### config.mk
export PLATFORM = sky130hd
export DESIGN_NAME = mac_accumulator_flat
export DESIGN_NICKNAME = d
export VERILOG_FILES = /design/src/rtl/mac_accumulator_pkg.sv /design/src/rtl/mac_accumulator_if.sv /design/src/rtl/mac_requant.sv /design/src/rtl/mac_accumulator.sv /design/src/flat_wrapper.sv
export SDC_FILE = /design/constraint.sdc
export NUM_CORES = 1
export LEC_CHECK = 0
export BUFFER_PORTS_ARGS = -buffer_cell sky130_fd_sc_hd__buf_2
export CORE_ASPECT_RATIO = 2
export CORE_UTILIZATION = 42
export DETAILED_ROUTE_END_ITERATION = 10
export SLEW_MARGIN = 15
export SYNTH_ARGS = -nofsm -noshare
export SYNTH_HDL_FRONTEND = slang
export SYNTH_SLANG_ARGS = --single-unit
### constraint.sdc
create_clock -name clk -period 3.5 [get_ports clk]
set_clock_uncertainty 0.2 [all_clocks]
set_input_delay 1.05 -clock clk [delete_from_list [all_inputs] [get_ports clk]]
set_output_delay 1.05 -clock clk [all_outputs]
set_load 0.02 [all_outputs]
### src/rtl/mac_accumulator_pkg.sv
// Shared types and arithmetic helpers for the MAC accumulator slice.
// Defines the multiplier product and activation widths when the build does not supply them.
`ifndef MULT_OUT_SIZE
`define MULT_OUT_SIZE 8
`endif
`ifndef IFDATA_SIZE
`define IFDATA_SIZE 8
`endif

package mac_accumulator_pkg;

    typedef enum logic [1:0] {
        IDLE,
        ACCUM,
        OUTPUT
    } state_t;

    localparam int ACC_FRAC  = 5;
    localparam int OUT_FRAC  = 7;
    localparam int REQ_SHIFT = OUT_FRAC - ACC_FRAC;

    // Operands arrive sign-extended to 32 bits. The sum is formed one bit wider,
    // so it cannot overflow before it is clamped to a w-bit signed range.
    function automatic logic signed [32:0] wide_sum(input logic signed [31:0] a,
                                                    input logic signed [31:0] b);
        return $signed({a[31], a}) + $signed({b[31], b});
    endfunction

    function automatic logic signed [32:0] acc_max(input int w);
        return (33'sd1 <<< (w - 1)) - 33'sd1;
    endfunction

    function automatic logic sat_hit(input logic signed [31:0] a,
                                     input logic signed [31:0] b,
                                     input int w);
        logic signed [32:0] s;
        s = wide_sum(a, b);
        return (s > acc_max(w)) || (s < (-acc_max(w) - 33'sd1));
    endfunction

    function automatic logic signed [31:0] sat_add(input logic signed [31:0] a,
                                                   input logic signed [31:0] b,
                                                   input int w);
        logic signed [32:0] s;
        logic signed [32:0] hi;
        logic signed [32:0] lo;
        s  = wide_sum(a, b);
        hi = acc_max(w);
        lo = -hi - 33'sd1;
        if (s > hi)
            return hi[31:0];
        else if (s < lo)
            return lo[31:0];
        else
            return s[31:0];
    endfunction

endpackage

### src/rtl/mac_accumulator_if.sv
// Handshake bundle between the MAC accumulator and its producer and consumer.
// The MAC_BIAS_EN build adds bias_in, which is sampled together with start.
interface mac_accumulator_if #(
    parameter int LEN_W = 8
);
    logic                      start;
    logic [LEN_W-1:0]          cfg_len;
    logic                      in_valid;
    logic                      in_ready;
    logic [`MULT_OUT_SIZE-1:0] in_data;
    logic                      out_valid;
    logic                      out_ready;
    logic [`IFDATA_SIZE-1:0]   out_data;
    logic                      out_sat;
    logic                      busy;
`ifdef MAC_BIAS_EN
    logic [`MULT_OUT_SIZE-1:0] bias_in;

    modport master (
        output start, cfg_len, in_valid, in_data, out_ready, bias_in,
        input  in_ready, out_valid, out_data, out_sat, busy
    );
    modport slave (
        input  start, cfg_len, in_valid, in_data, out_ready, bias_in,
        output in_ready, out_valid, out_data, out_sat, busy
    );
`else
    modport master (
        output start, cfg_len, in_valid, in_data, out_ready,
        input  in_ready, out_valid, out_data, out_sat, busy
    );
    modport slave (
        input  start, cfg_len, in_valid, in_data, out_ready,
        output in_ready, out_valid, out_data, out_sat, busy
    );
`endif
endinterface

### src/rtl/mac_requant.sv
// Converts the signed Q.5 accumulator into an unsigned Q.7 activation code.
// Negative sums and zero map to 0. Codes above full scale clamp to all-ones and raise sat.
module mac_requant
    import mac_accumulator_pkg::*;
#(
    parameter int ACC_W = 16
) (
    input  logic signed [ACC_W-1:0]        acc,
    output logic        [`IFDATA_SIZE-1:0] code,
    output logic                           sat
);
    localparam int CW = ACC_W + REQ_SHIFT;
    localparam logic signed [CW-1:0] CODE_MAX = CW'((1 << `IFDATA_SIZE) - 1);

    logic signed [CW-1:0] wide;

    always_comb begin
        wide = CW'(acc) <<< REQ_SHIFT;
        code = '0;
        sat  = 1'b0;
        if (acc[ACC_W-1] || (acc == '0)) begin
            code = '0;
        end else if (wide > CODE_MAX) begin
            code = '1;
            sat  = 1'b1;
        end else begin
            code = wide[`IFDATA_SIZE-1:0];
        end
    end
endmodule

### src/rtl/mac_accumulator.sv
// Windowed saturating MAC accumulator. The result is requantized to the Q.7 activation format.
// Optional MAC_BIAS_EN: the accumulator is seeded with bias_in when a window starts.
module mac_accumulator
    import mac_accumulator_pkg::*;
#(
    parameter int ACC_W = 16,
    parameter int LEN_W = 8
) (
    input logic               clk,
    input logic               rst_n,
    mac_accumulator_if.slave  bus
);
    localparam int PW = `MULT_OUT_SIZE;

    state_t                  state_reg, state_next;
    logic signed [ACC_W-1:0] acc_reg, acc_next, acc_init;
    logic [LEN_W-1:0]        count_reg, count_next;
    logic [LEN_W-1:0]        len_reg, len_next;
    logic                    sat_reg, sat_next;
    logic [`IFDATA_SIZE-1:0] out_data_reg;
    logic                    out_sat_reg;
    logic signed [PW-1:0]    in_prod;
    logic                    xfer, last_xfer, load_out;
    logic [`IFDATA_SIZE-1:0] rq_code;
    logic                    rq_sat;

    assign in_prod   = $signed(bus.in_data);
    assign xfer      = (state_reg == ACCUM) && bus.in_valid;
    assign last_xfer = xfer && (count_reg == len_reg - LEN_W'(1));
    assign load_out  = (state_reg != OUTPUT) && (state_next == OUTPUT);

`ifdef MAC_BIAS_EN
    assign acc_init = ACC_W'($signed(bus.bias_in));
`else
    assign acc_init = '0;
`endif

    always_ff @(posedge clk or negedge rst_n) begin
        if (!rst_n)
            state_reg <= IDLE;
        else
            state_reg <= state_next;
    end

    always_comb begin
        state_next = state_reg;
        case (state_reg)
            IDLE:    if (bus.start) state_next = (bus.cfg_len == '0) ? OUTPUT : ACCUM;
            ACCUM:   if (last_xfer) state_next = OUTPUT;
            OUTPUT:  if (bus.out_ready) state_next = IDLE;
            default: state_next = IDLE;
        endcase
    end

    always_comb begin
        bus.in_ready  = (state_reg == ACCUM);
        bus.out_valid = (state_reg == OUTPUT);
        bus.busy      = (state_reg != IDLE);
        bus.out_data  = out_data_reg;
        bus.out_sat   = out_sat_reg;
    end

    // Window datapath. acc_next also feeds the requantizer, so the result is ready the cycle after the last transfer.
    always_comb begin
        acc_next   = acc_reg;
        count_next = count_reg;
        len_next   = len_reg;
        sat_next   = sat_reg;
        if (state_reg == IDLE && bus.start) begin
            len_next   = bus.cfg_len;
            acc_next   = acc_init;
            count_next = '0;
            sat_next   = 1'b0;
        end else if (xfer) begin
            acc_next   = ACC_W'(sat_add(32'(acc_reg), 32'(in_prod), ACC_W));
            count_next = count_reg + LEN_W'(1);
            sat_next   = sat_reg | sat_hit(32'(acc_reg), 32'(in_prod), ACC_W);
        end
    end

    mac_requant #(.ACC_W(ACC_W)) u_requant (
        .acc  (acc_next),
        .code (rq_code),
        .sat  (rq_sat)
    );

    always_ff @(posedge clk or negedge rst_n) begin
        if (!rst_n) begin
            acc_reg      <= '0;
            count_reg    <= '0;
            len_reg      <= '0;
            sat_reg      <= 1'b0;
            out_data_reg <= '0;
            out_sat_reg  <= 1'b0;
        end else begin
            acc_reg   <= acc_next;
            count_reg <= count_next;
            len_reg   <= len_next;
            sat_reg   <= sat_next;
            if (load_out) begin
                out_data_reg <= rq_code;
                out_sat_reg  <= sat_next | rq_sat;
            end
        end
    end
endmodule

### src/flat_wrapper.sv
// flat-port wrapper written by rule: the top's interface ports become plain ports
module mac_accumulator_flat import mac_accumulator_pkg::*;
#(
    parameter int ACC_W = 16,
    parameter int LEN_W = 8
)
  (clk, rst_n, bus_start, bus_cfg_len, bus_in_valid, bus_in_data, bus_out_ready, bus_in_ready, bus_out_valid, bus_out_data, bus_out_sat, bus_busy);
  mac_accumulator_if #(.LEN_W(LEN_W)) bus_i ();
  input logic clk;
  input logic rst_n;
  input wire logic [$bits(bus_i.start)-1:0] bus_start;
  input wire logic [$bits(bus_i.cfg_len)-1:0] bus_cfg_len;
  input wire logic [$bits(bus_i.in_valid)-1:0] bus_in_valid;
  input wire logic [$bits(bus_i.in_data)-1:0] bus_in_data;
  input wire logic [$bits(bus_i.out_ready)-1:0] bus_out_ready;
  output wire logic [$bits(bus_i.in_ready)-1:0] bus_in_ready;
  output wire logic [$bits(bus_i.out_valid)-1:0] bus_out_valid;
  output wire logic [$bits(bus_i.out_data)-1:0] bus_out_data;
  output wire logic [$bits(bus_i.out_sat)-1:0] bus_out_sat;
  output wire logic [$bits(bus_i.busy)-1:0] bus_busy;
  assign bus_i.start = bus_start;
  assign bus_i.cfg_len = bus_cfg_len;
  assign bus_i.in_valid = bus_in_valid;
  assign bus_i.in_data = bus_in_data;
  assign bus_i.out_ready = bus_out_ready;
  assign bus_in_ready = bus_i.in_ready;
  assign bus_out_valid = bus_i.out_valid;
  assign bus_out_data = bus_i.out_data;
  assign bus_out_sat = bus_i.out_sat;
  assign bus_busy = bus_i.busy;
  mac_accumulator #(.ACC_W(ACC_W), .LEN_W(LEN_W)) u_core (.clk(clk), .rst_n(rst_n), .bus(bus_i));
endmodule
# Word level (Yosys, flattened, before mapping)

Index checks and enable logic that the tools add are counted.

Bits of input ports: 21
Word-level logic and storage cells: 48
Register bits after elaboration: 44
Output and inout port bits: 12

Add/subtract/negate cells: 3
Multiplexer cells: 17
Reduce and logical (&&, ||, !) cells: 11
Equality and inequality tests: 5
Bitwise logic cells: 2
Order comparisons: 3

Operators with widths:

| kind                                                             | number |
|---|---|
| 2-to-1 mux 16 bit                                                | 4 |
| 2-to-1 mux 8 bit                                                 | 4 |
| greater-than comparator 18 x 9 -> 1 bit (second input constant)  | 1 |
| adder 16 x 8 -> 17 bit                                           | 1 |
| greater-than comparator 17 x 16 -> 1 bit (second input constant) | 1 |
| less-than comparator 17 x 16 -> 1 bit (second input constant)    | 1 |
| logical NOT 16 bit                                               | 1 |
| adder 8 x 1 -> 8 bit (second input constant)                     | 1 |
| equality test 8 bit                                              | 1 |
| logical NOT 8 bit                                                | 1 |
| 2-to-1 mux 2 bit                                                 | 4 |
| subtractor 8 x 1 -> 8 bit (second input constant)                | 1 |
| case mux 2 bit (3 select lines)                                  | 1 |
| equality test 2 bit (second input constant)                      | 2 |
| logical AND 1 bit                                                | 4 |
| 2-to-1 mux 1 bit                                                 | 4 |
| nonzero test 2 bit                                               | 2 |
| equality test 2 x 1 -> 1 bit (second input constant)             | 1 |
| logical NOT 2 bit                                                | 1 |
| logical OR 1 bit                                                 | 2 |
| inequality test 2 bit (second input constant)                    | 1 |
| bitwise OR 1 bit                                                 | 2 |

# Depth between registers and ports, before layout

Gate-level depths: netlist (run 1).

Depth after elaboration: 10
Mapped depth: 13
Gate-level depth less buffers: 12

# Modules after synthesis

A second synthesis (run 1) with hierarchy kept.

Cells, all modules: 351
Area total of the unflattened synthesis: 3,164.3 µm²

Modules (own cells, without submodules):

| module          | cells each | area each (µm²) | sequential area each (µm²) | instances |
|---|---|---|---|---|
| mac_accumulator | 333        | 3,046.7         | 1,101.1                    | 1 |
| mac_requant     | 18         | 117.6           | 0.0                        | 1 |

# Worst setup path after synthesis (run 1)

Ideal clock, no wire load.

Kind: input to register
Start point: in bus_in_data[7]
End point: reg u_core.out_data_reg[3] (netlist: u_core.bus.out_data[3])
Stages on the path: 11
Library setup time: 0.140 ns
Buffers on the path: 1
Setup slack: -0.526 ns
Arrival time: 3.686 ns
Data required time: 3.160 ns
Path through: ha_1 > buf_6 > a21o_2 > a21boi_0 > o2bb2ai_1 > o211ai_1 > o31ai_1 > a21oi_1 > or4b_4 > nor4_4 > a31oi_1

Longest elaborated chain between the ends: 9
Elaborated cells on any way between the ends: 12
Those cells by class: add/sub: 1; order compare: 3; mux: 6; reduce/logical: 2

RTL lines:

| what                                                                          | line                                 | source |
|---|---|---|
| start: declaration                                                            | flat_wrapper.sv:14                   | `input wire logic [$bits(bus_i.in_data)-1:0] bus_in_data;` |
| adder 16 x 8 -> 17 bit (*)                                                    | mac_accumulator_pkg.sv:26            | `return $signed({a[31], a}) + $signed({b[31], b});` |
| less-than comparator 17 x 16 -> 1 bit                                         | mac_accumulator_pkg.sv:52            | `else if (s < lo)` |
| 2-to-1 mux 16 bit                                                             | mac_accumulator_pkg.sv:52            |  |
| 2-to-1 mux 16 bit (*)                                                         | mac_accumulator_pkg.sv:50            | `if (s > hi)` |
| 2-to-1 mux 16 bit (*)                                                         | mac_accumulator.sv:74                | `end else if (xfer) begin` |
| 2-to-1 mux 16 bit (*)                                                         | mac_accumulator.sv:69                | `if (state_reg == IDLE && bus.start) begin` |
| greater-than comparator 18 x 9 -> 1 bit or logical NOT 16 bit (tied branches) | mac_requant.sv:23, mac_requant.sv:21 |  |
| 2-to-1 mux 8 bit or logical OR 1 bit (tied branches)                          | mac_requant.sv:23, mac_requant.sv:21 |  |
| 2-to-1 mux 8 bit (*)                                                          | mac_requant.sv:21                    | `if (acc[ACC_W-1] \|\| (acc == '0)) begin` |
| end signal: assignment                                                        | mac_accumulator.sv:101               | `out_data_reg <= rq_code;` |
| end: declaration                                                              | mac_accumulator.sv:20                | `` logic [`IFDATA_SIZE-1:0] out_data_reg; `` |

Mark *: on every way between the ends. The rest lies on a longest branch, timed or not.
A chain may end at the register's enable or synchronous reset.

# Worst setup path after layout (run 1)

Start point: in bus_in_data[1]
End point: reg u_core.out_data_reg[3] (netlist: u_core.bus.out_data[3])

Same word-level chain as after synthesis.

==> impl_metrics.yaml, run 1 <==
run_status:
  status: "finished, violations left"
  violations: "negative setup slack"
synthesis:
  ys_seq_area_share_pct: 34.3
  synth_area_um2: 3140
  synth_warnings: 0
  syn_inst: 377
  synthDistinctLibCells: 54
  synth_flop_cell: "dfrtp_1"
  synth_top_family_by_area: "compound AO/OA/AOI/OAI gates"
  yosys.area_share.simple_pct: 17.8
  synthXorXnorAreaFrac_pct: 7.82
  synthAdderAreaFrac_pct: 8.78
  synth_fp_nets: 417
  synth_compound_area_share_pct: 25.4
  synthMuxAreaShare_pct: 0.958
  synth_area_per_cell_um2: 8.32
  ys_ff_latch: 43
  async_flop_share_pct: 100
  synth_enable_flop_cells: 0
sta:
  fmax_ghz: 0.270
  hold_violations: 0
  grt_setup_unrepaired: "true"
  fin_crit_sh_pct: 106
  finalSetupViolCount: 8
  worstMarginPinSlew_ns: 0.968
  timing.final.ws_setup_ns: -0.202
  fin_crit_ns: 3.70
  relSlewSlack_pct: 35.5
  finalMaxSlewViolations: 0
routing:
  ant_nets: 0
  wl_per_cell_um: 17.4
  drt-vias-per-instance: 5.63
  drt_iter0_drc: 135
  drc: 0
  wl_mm: 10.0
  drtPass1Iterations: 4
  num_vias: 3240
critical_path:
  cp.arrival_ns: 3.63
  start_kind: "input pin"
  crit_required_ns: 3.43
  critPathLaunch: "bus_in_data[1]"
  crit_path_cell_trace: "buf_8, ha_4, a211oi_4, o211ai_1, o2bb2ai_2, o211ai_1, o31ai_1, a21oi_1, or4b_4, nor4_4, buf_6, a31oi_1"
  crit_path_end: "u_core.bus.out_data[3]$_DFFE_PN0P_"
  crit_fanout: 8
  r2r-end: "u_core.bus.out_data[3]$_DFFE_PN0P_"
  critPathCaptureType: "register"
  reg2reg_setup_slack_ns: 0.19
  r2r_cells: 11
  crit_type: "input pin to register"
  path_common_cell: "o211ai_1"
  cp_slowest_cell: "or4b_4"
  r2r-start: "u_core.acc_reg[1]$_DFF_PN0_"
  cpPeakStageDelay_ns: 0.50
floorplanning:
  fp.coreArea_um2: 7210
  io_pins: 33
  die_height_um: 124
  rows: 44
  initial_core_util_pct: 43.5
  die-width_um: 63.1
  dieArea_um2: 7840
cells_and_area:
  layout-drive-gt1-share_pct: 37.1
  final_area_um2: 4520
  fillerInstances: 624
  largest_register_ffs: 16
  antenna_cells: 0
  multi_input_area_um2: 2290
  fin_nets: 522
  syn2layout_area_growth_pct: 44.1
  register_area_um2: 1080
global_route:
  antenna_found_initial: 0
  grtUsageMet3_pct: 3.11
  grt.met2_usage_pct: 51.8
  grt_pass1_vias: 3405
  met1_usage_pct: 25.8
  grt_pass1_wl_mm: 16.0
  grt_max_degree: 44
  grt.busiest_layer: "met2"
  grtUsageTotal_pct: 27.4
  overflow: 0
pwr:
  total_power_w: 0.00476
  leakage_nw: 2.00
  vdd_drop_max_uv: 580
  pwr-share-seq_pct: 19.6
  p_int_w: 0.00260
  switching_share_pct: 45.3
  combinationalPowerShare_pct: 70.9
  powerDensity_nw_per_um2: 1050
  clockPowerShare_pct: 9.5
  p_sw_w: 0.00216
cts:
  clkTransAtPathRegs_ns: 0.06
  numCtsBuffers: 5
  clkSinkCount: 43
  cts_tree: "done"
  clock_path_buffers: 2
  clk_root_buffer_cell: "clkbuf_16"
  clk_latency_ns: 0.29
  h-tree-depth: 2
place:
  io_buffers: 32
  placed_cell_area_um2: 4040
  hpwlAfterDp_mm: 7.59
  place_congestion: 0.991
flow_run:
  max_cap_violations: 0
hold_path:
  hp-class: "register to register"
synth_stat cells (2+ instances only):
cell type,count,area [µm²]
nor3_1,5,25.0
a211oi_1,4,30.0
nand3_1,8,40.0
o21a_1,4,30.0
buf_4,3,22.5
nor4_1,2,12.5
xor2_1,13,114
o2111ai_1,2,17.5
mux2i_1,3,30.0
nand2b_1,3,18.8
and3_1,2,12.5
a21boi_0,3,22.5
or3_1,2,12.5
o21ai_0,32,160
buf_2,3,15.0
buf_6,4,45.0
and2_1,3,18.8
nor2_1,31,116
maj3_1,3,30.0
xnor2_1,15,131
o211ai_1,9,67.6
nand4_1,6,37.5
inv_1,12,45.0
a21oi_1,53,265
nor2b_1,2,12.5
a21o_1,4,30.0
a31oi_1,5,31.3
nand2_1,48,180
o31ai_1,3,22.5
dfrtp_1,43,1080
clkbuf_1,6,22.5
a2bb2oi_1,2,17.5
ha_1,18,225
cell type report:
cell class / count / share of cell area, %
multi-input combinational: 305 / 50.6
clock inverter: 2 / 0.277
sequential: 43 / 23.8
inverter: 12 / 0.997
clock buffer: 6 / 2.85
tap: 92 / 2.55
timing repair buffer: 115 / 18.9
layer usage:
| metal | wire length [µm] | vias up | share of wire [%] |
|---|---|---|---|
| met4 | 713 | 0 | 7.1 |
| met5 | 0 | - | 0 |
| li1 | - | 1571 | - |
| met3 | 207 | 46 | 2.1 |
| met2 | 5520 | 76 | 55 |
| met1 | 3570 | 1547 | 36 |
cells in the final DEF (no fill, tap or decap), types with 13 or more instances in the layout:
cell type and count:
nor2_1 29, ha_4 13, xor2_1 13, buf_4 80, nand2_1 47, buf_2 26, xnor2_1 15, a21oi_1 39
dfrtp_1 43, o21ai_0 23
cells by family (layout without fill, tap and decap cells):
family                     count (synthesis)  in the layout
xor gates and xnor gates                  28             28
DFF                                       43             43
buffers and inverters                     29            135
and+or+nand+nor                          119            119
adders and majority gates                 22             22
AOI/OAI and AO/OA                        133            133
muxes                                      3              3
power by group through the flow:
| stage | clock network [W] | logic (W) | registers [W] |
|---|---|---|---|
| after CTS | 0.000469 | 0.00326 | 0.000929 |
| after global routing | 0.000485 | 0.00364 | 0.000959 |
| final | 0.000454 | 0.00338 | 0.000931 |
| after floorplan | 0 | 0.00185 | 0.000874 |
| after global placement | 0 | 0.00290 | 0.000910 |
| after detailed placement | 0 | 0.00294 | 0.000916 |
metrics by stage:
| stage | hold WS (ns) | setup slack [ns] | TNS, ns | std cells | utilization [%] |
|---|---|---|---|---|---|
| floorplan | 0.259 | -0.326 | -2.47 | 377 | - |
| global route | 0.329 | -0.314 | -2.03 | 575 | 62.6 |
| detailed placement | 0.286 | -0.858 | -9.27 | 557 | 56.0 |
| finish | 0.303 | -0.202 | -1.19 | 575 | 62.6 |
| CTS | 0.301 | -0.135 | -0.639 | 574 | 62.0 |
| global placement | 0.279 | -0.792 | -8.44 | 557 | 56.0 |
critical path, delay by kind of cell:
| family | cells | cell delay (ns) |
|---|---|---|
| AO/OA/AOI/OAI | 7 | 1.42 |
| AND/OR/NAND/NOR | 2 | 0.67 |
| adder cells (fa/ha/maj) | 1 | 0.22 |
| buffers and inverters | 2 | 0.27 |
worst min-delay path by stage:
stage | cells after the start | endpoint | from
after floorplan | 2 | u_core.sat_reg$_DFF_PN0_ | u_core.sat_reg$_DFF_PN0_
after global placement | 2 | u_core.len_reg[7]$_DFFE_PN0P_ | u_core.len_reg[7]$_DFFE_PN0P_
after detailed placement | 2 | u_core.len_reg[7]$_DFFE_PN0P_ | u_core.len_reg[7]$_DFFE_PN0P_
after CTS | 2 | u_core.len_reg[7]$_DFFE_PN0P_ | u_core.len_reg[7]$_DFFE_PN0P_
after global routing | 2 | u_core.len_reg[7]$_DFFE_PN0P_ | u_core.len_reg[7]$_DFFE_PN0P_
final | 2 | u_core.len_reg[7]$_DFFE_PN0P_ | u_core.len_reg[7]$_DFFE_PN0P_
repair_timing:
action,in CTS,in global routing
setup endpoints to repair,10,10
resized for setup,48,8
setup buffers,9,1
hold buffers,0,0
pin swaps,35,11
Power figures use the tool's default switching activity.
==> run 2, diff against run 1 <==
--- a/config.mk
+++ b/config.mk
@@ -9,6 +9,7 @@
 export CORE_ASPECT_RATIO = 2
 export CORE_UTILIZATION = 42
 export DETAILED_ROUTE_END_ITERATION = 10
+export PLACE_DENSITY = 0.61
 export SLEW_MARGIN = 15
 export SYNTH_ARGS = -nofsm -noshare
 export SYNTH_HDL_FRONTEND = slang
==> run 2 against run 1 <==
Compared with the run above: the flow still finishes with violations (negative setup slack); critical path type unchanged; clock power grew 20%; sequential power is 0.4% lower; die area did not move; first-iteration DRC count up 19%.
==> impl_metrics.yaml, run 2 (same netlist as run 1, synthesis figures left out) <==
run_status:
  status: "finished, violations left"
  violations: "negative setup slack"
sta:
  fmax_ghz: 0.262
  relSlewSlack_pct: 36.8
  grt_setup_unrepaired: "true"
  fin_crit_sh_pct: 109
  worstMarginPinSlew_ns: 0.948
  finalMaxSlewViolations: 0
  fin_crit_ns: 3.82
  whs_ns: 0.300
  finalSetupViolCount: 8
  timing.final.ws_setup_ns: -0.323
  hold_violations: 0
place:
  dpl_worst_slack_ns: -0.773
  hpwlAfterDp_mm: 7.51
  io_buffers: 32
  place_congestion: 0.943
cells_and_area:
  fillerInstances: 650
  fin_nets: 521
  most-common-layout-cells: "buf_4, nand2_1, dfrtp_1"
  layout-drive-gt1-share_pct: 36.5
  register_area_um2: 1080
  antenna_cells: 0
  syn2layout_area_growth_pct: 44.4
  final_common_cell: "buf_4"
  largest_register_ffs: 16
  multi_input_area_um2: 2300
global_route:
  grt_max_degree: 44
  grt_pass1_vias: 3272
  overflow: 0
  grtUsageTotal_pct: 26.6
  grt_pass1_wl_mm: 15.6
  antenna_found_initial: 0
floorplanning:
  initial_core_util_pct: 43.5
  die_height_um: 124
  rows: 44
  io_pins: 33
  die-width_um: 63.1
  fp.coreArea_um2: 7210
  dieArea_um2: 7840
cts:
  numCtsBuffers: 5
  clkSinkCount: 43
  cts_tree: "done"
  clk_root_buffer_cell: "clkbuf_16"
  clock_path_buffers: 2
  clk_latency_ns: 0.29
  h-tree-depth: 2
  clkTransAtPathRegs_ns: 0.06
  hold_buffers: 0
routing:
  num_vias: 3182
  drc: 0
  ant_nets: 0
  drt-vias-per-instance: 5.54
  drt_iter0_drc: 160
  drtPass1Iterations: 4
  wl_mm: 9.96
  wl_per_cell_um: 17.3
pwr:
  powerDensity_nw_per_um2: 1060
  vdd_drop_max_uv: 650
  leakage_nw: 2.01
critical_path:
  r2r-start: "u_core.acc_reg[3]$_DFF_PN0_"
  critPathCaptureType: "register"
  start_kind: "input pin"
  cp.arrival_ns: 3.76
  r2r-end: "u_core.bus.out_data[3]$_DFFE_PN0P_"
  reg2reg_setup_slack_ns: 0.09
  crit_path_cell_trace: "buf_6, ha_4, buf_6, o211ai_1, buf_4, a21oi_4, o21a_4, or3_4, a31oi_4, a21oi_2, or4b_4, nor4_4, buf_6, a31oi_1"
  cp_slowest_cell: "or4b_4"
  crit_required_ns: 3.43
  path_common_cell: "buf_6"
  cpPeakStageDelay_ns: 0.54
  r2r_cells: 13
  crit_type: "input pin to register"
  crit_fanout: 8
flow_run:
  max_cap_violations: 0
hold_path:
  min_from: "u_core.sat_reg$_DFF_PN0_"
  hold_path_end: "u_core.sat_reg$_DFF_PN0_"
  hold_depth: 2
  hp-class: "register to register"
run 2: metrics by stage:
stage	util [%]	instances	TNS [ns]	total power, W	instance area, µm²
2_1_floorplan	-	377	-2.47	0.00272	3310
3_3_place_gp	55.8	556	-6.45	0.00381	4030
3_5_place_dp	55.8	556	-6.88	0.00384	4030
4_1_cts	61.5	572	-2.21	0.00465	4430
5_1_grt	62.8	574	-3.04	0.00515	4530
6_report	62.8	574	-2.26	0.00481	4530
run 2: power by group:
group / total [W] / switching [W] / internal (W)
clock network: 0.000543 / 0.000189 / 0.000355
logic: 0.00334 / 0.00172 / 0.00162
registers: 0.000927 / 0.000222 / 0.000705
run 2: layout make-up:
type / count / share of cell area [%]
tap: 92 / 2.54
inverter: 12 / 0.995
timing repair buffer: 114 / 18.0
multi-input combinational: 305 / 50.8
clock buffer: 6 / 3.07
clock inverter: 2 / 0.774
sequential: 43 / 23.8
run 2: how the worst max path moves through the flow:
stage / slack, ns / end / start / cells after the start
4_1_cts: -0.32 / u_core.bus.out_data[3]$_DFFE_PN0P_ / bus_in_data[3] / 13
3_5_place_dp: -0.77 / u_core.bus.out_data[3]$_DFFE_PN0P_ / bus_in_data[7] / 13
3_3_place_gp: -0.73 / u_core.bus.out_data[3]$_DFFE_PN0P_ / bus_in_data[7] / 12
2_1_floorplan: -0.33 / u_core.bus.out_data[3]$_DFFE_PN0P_ / bus_in_data[7] / 12
5_1_grt: -0.41 / u_core.bus.out_data[3]$_DFFE_PN0P_ / bus_in_data[3] / 14
6_report: -0.32 / u_core.bus.out_data[3]$_DFFE_PN0P_ / bus_in_data[3] / 14
run 2: repair_timing:
action,CTS,global route
pin swaps,22,12
setup endpoints to repair,8,8
setup buffers,8,2
gates resized for setup,33,15
run 2: worst max-delay path: cells and delay by family:
family | cells | cell delay, ns
buffers and inverters | 4 | 0.55
AO/OA/AOI/OAI | 6 | 0.83
adder cells (fa/ha/maj) | 1 | 0.21
AND/OR/NAND/NOR | 3 | 1.12
run 2: layer usage:
layer	GRT usage [%]	up-vias	part of all wire, %
met4	18.0	0	6.0
met1	25.2	1527	35
li1	-	1571	-
met3	3.30	31	2.2
met2	51.7	53	57
met5	0	-	0
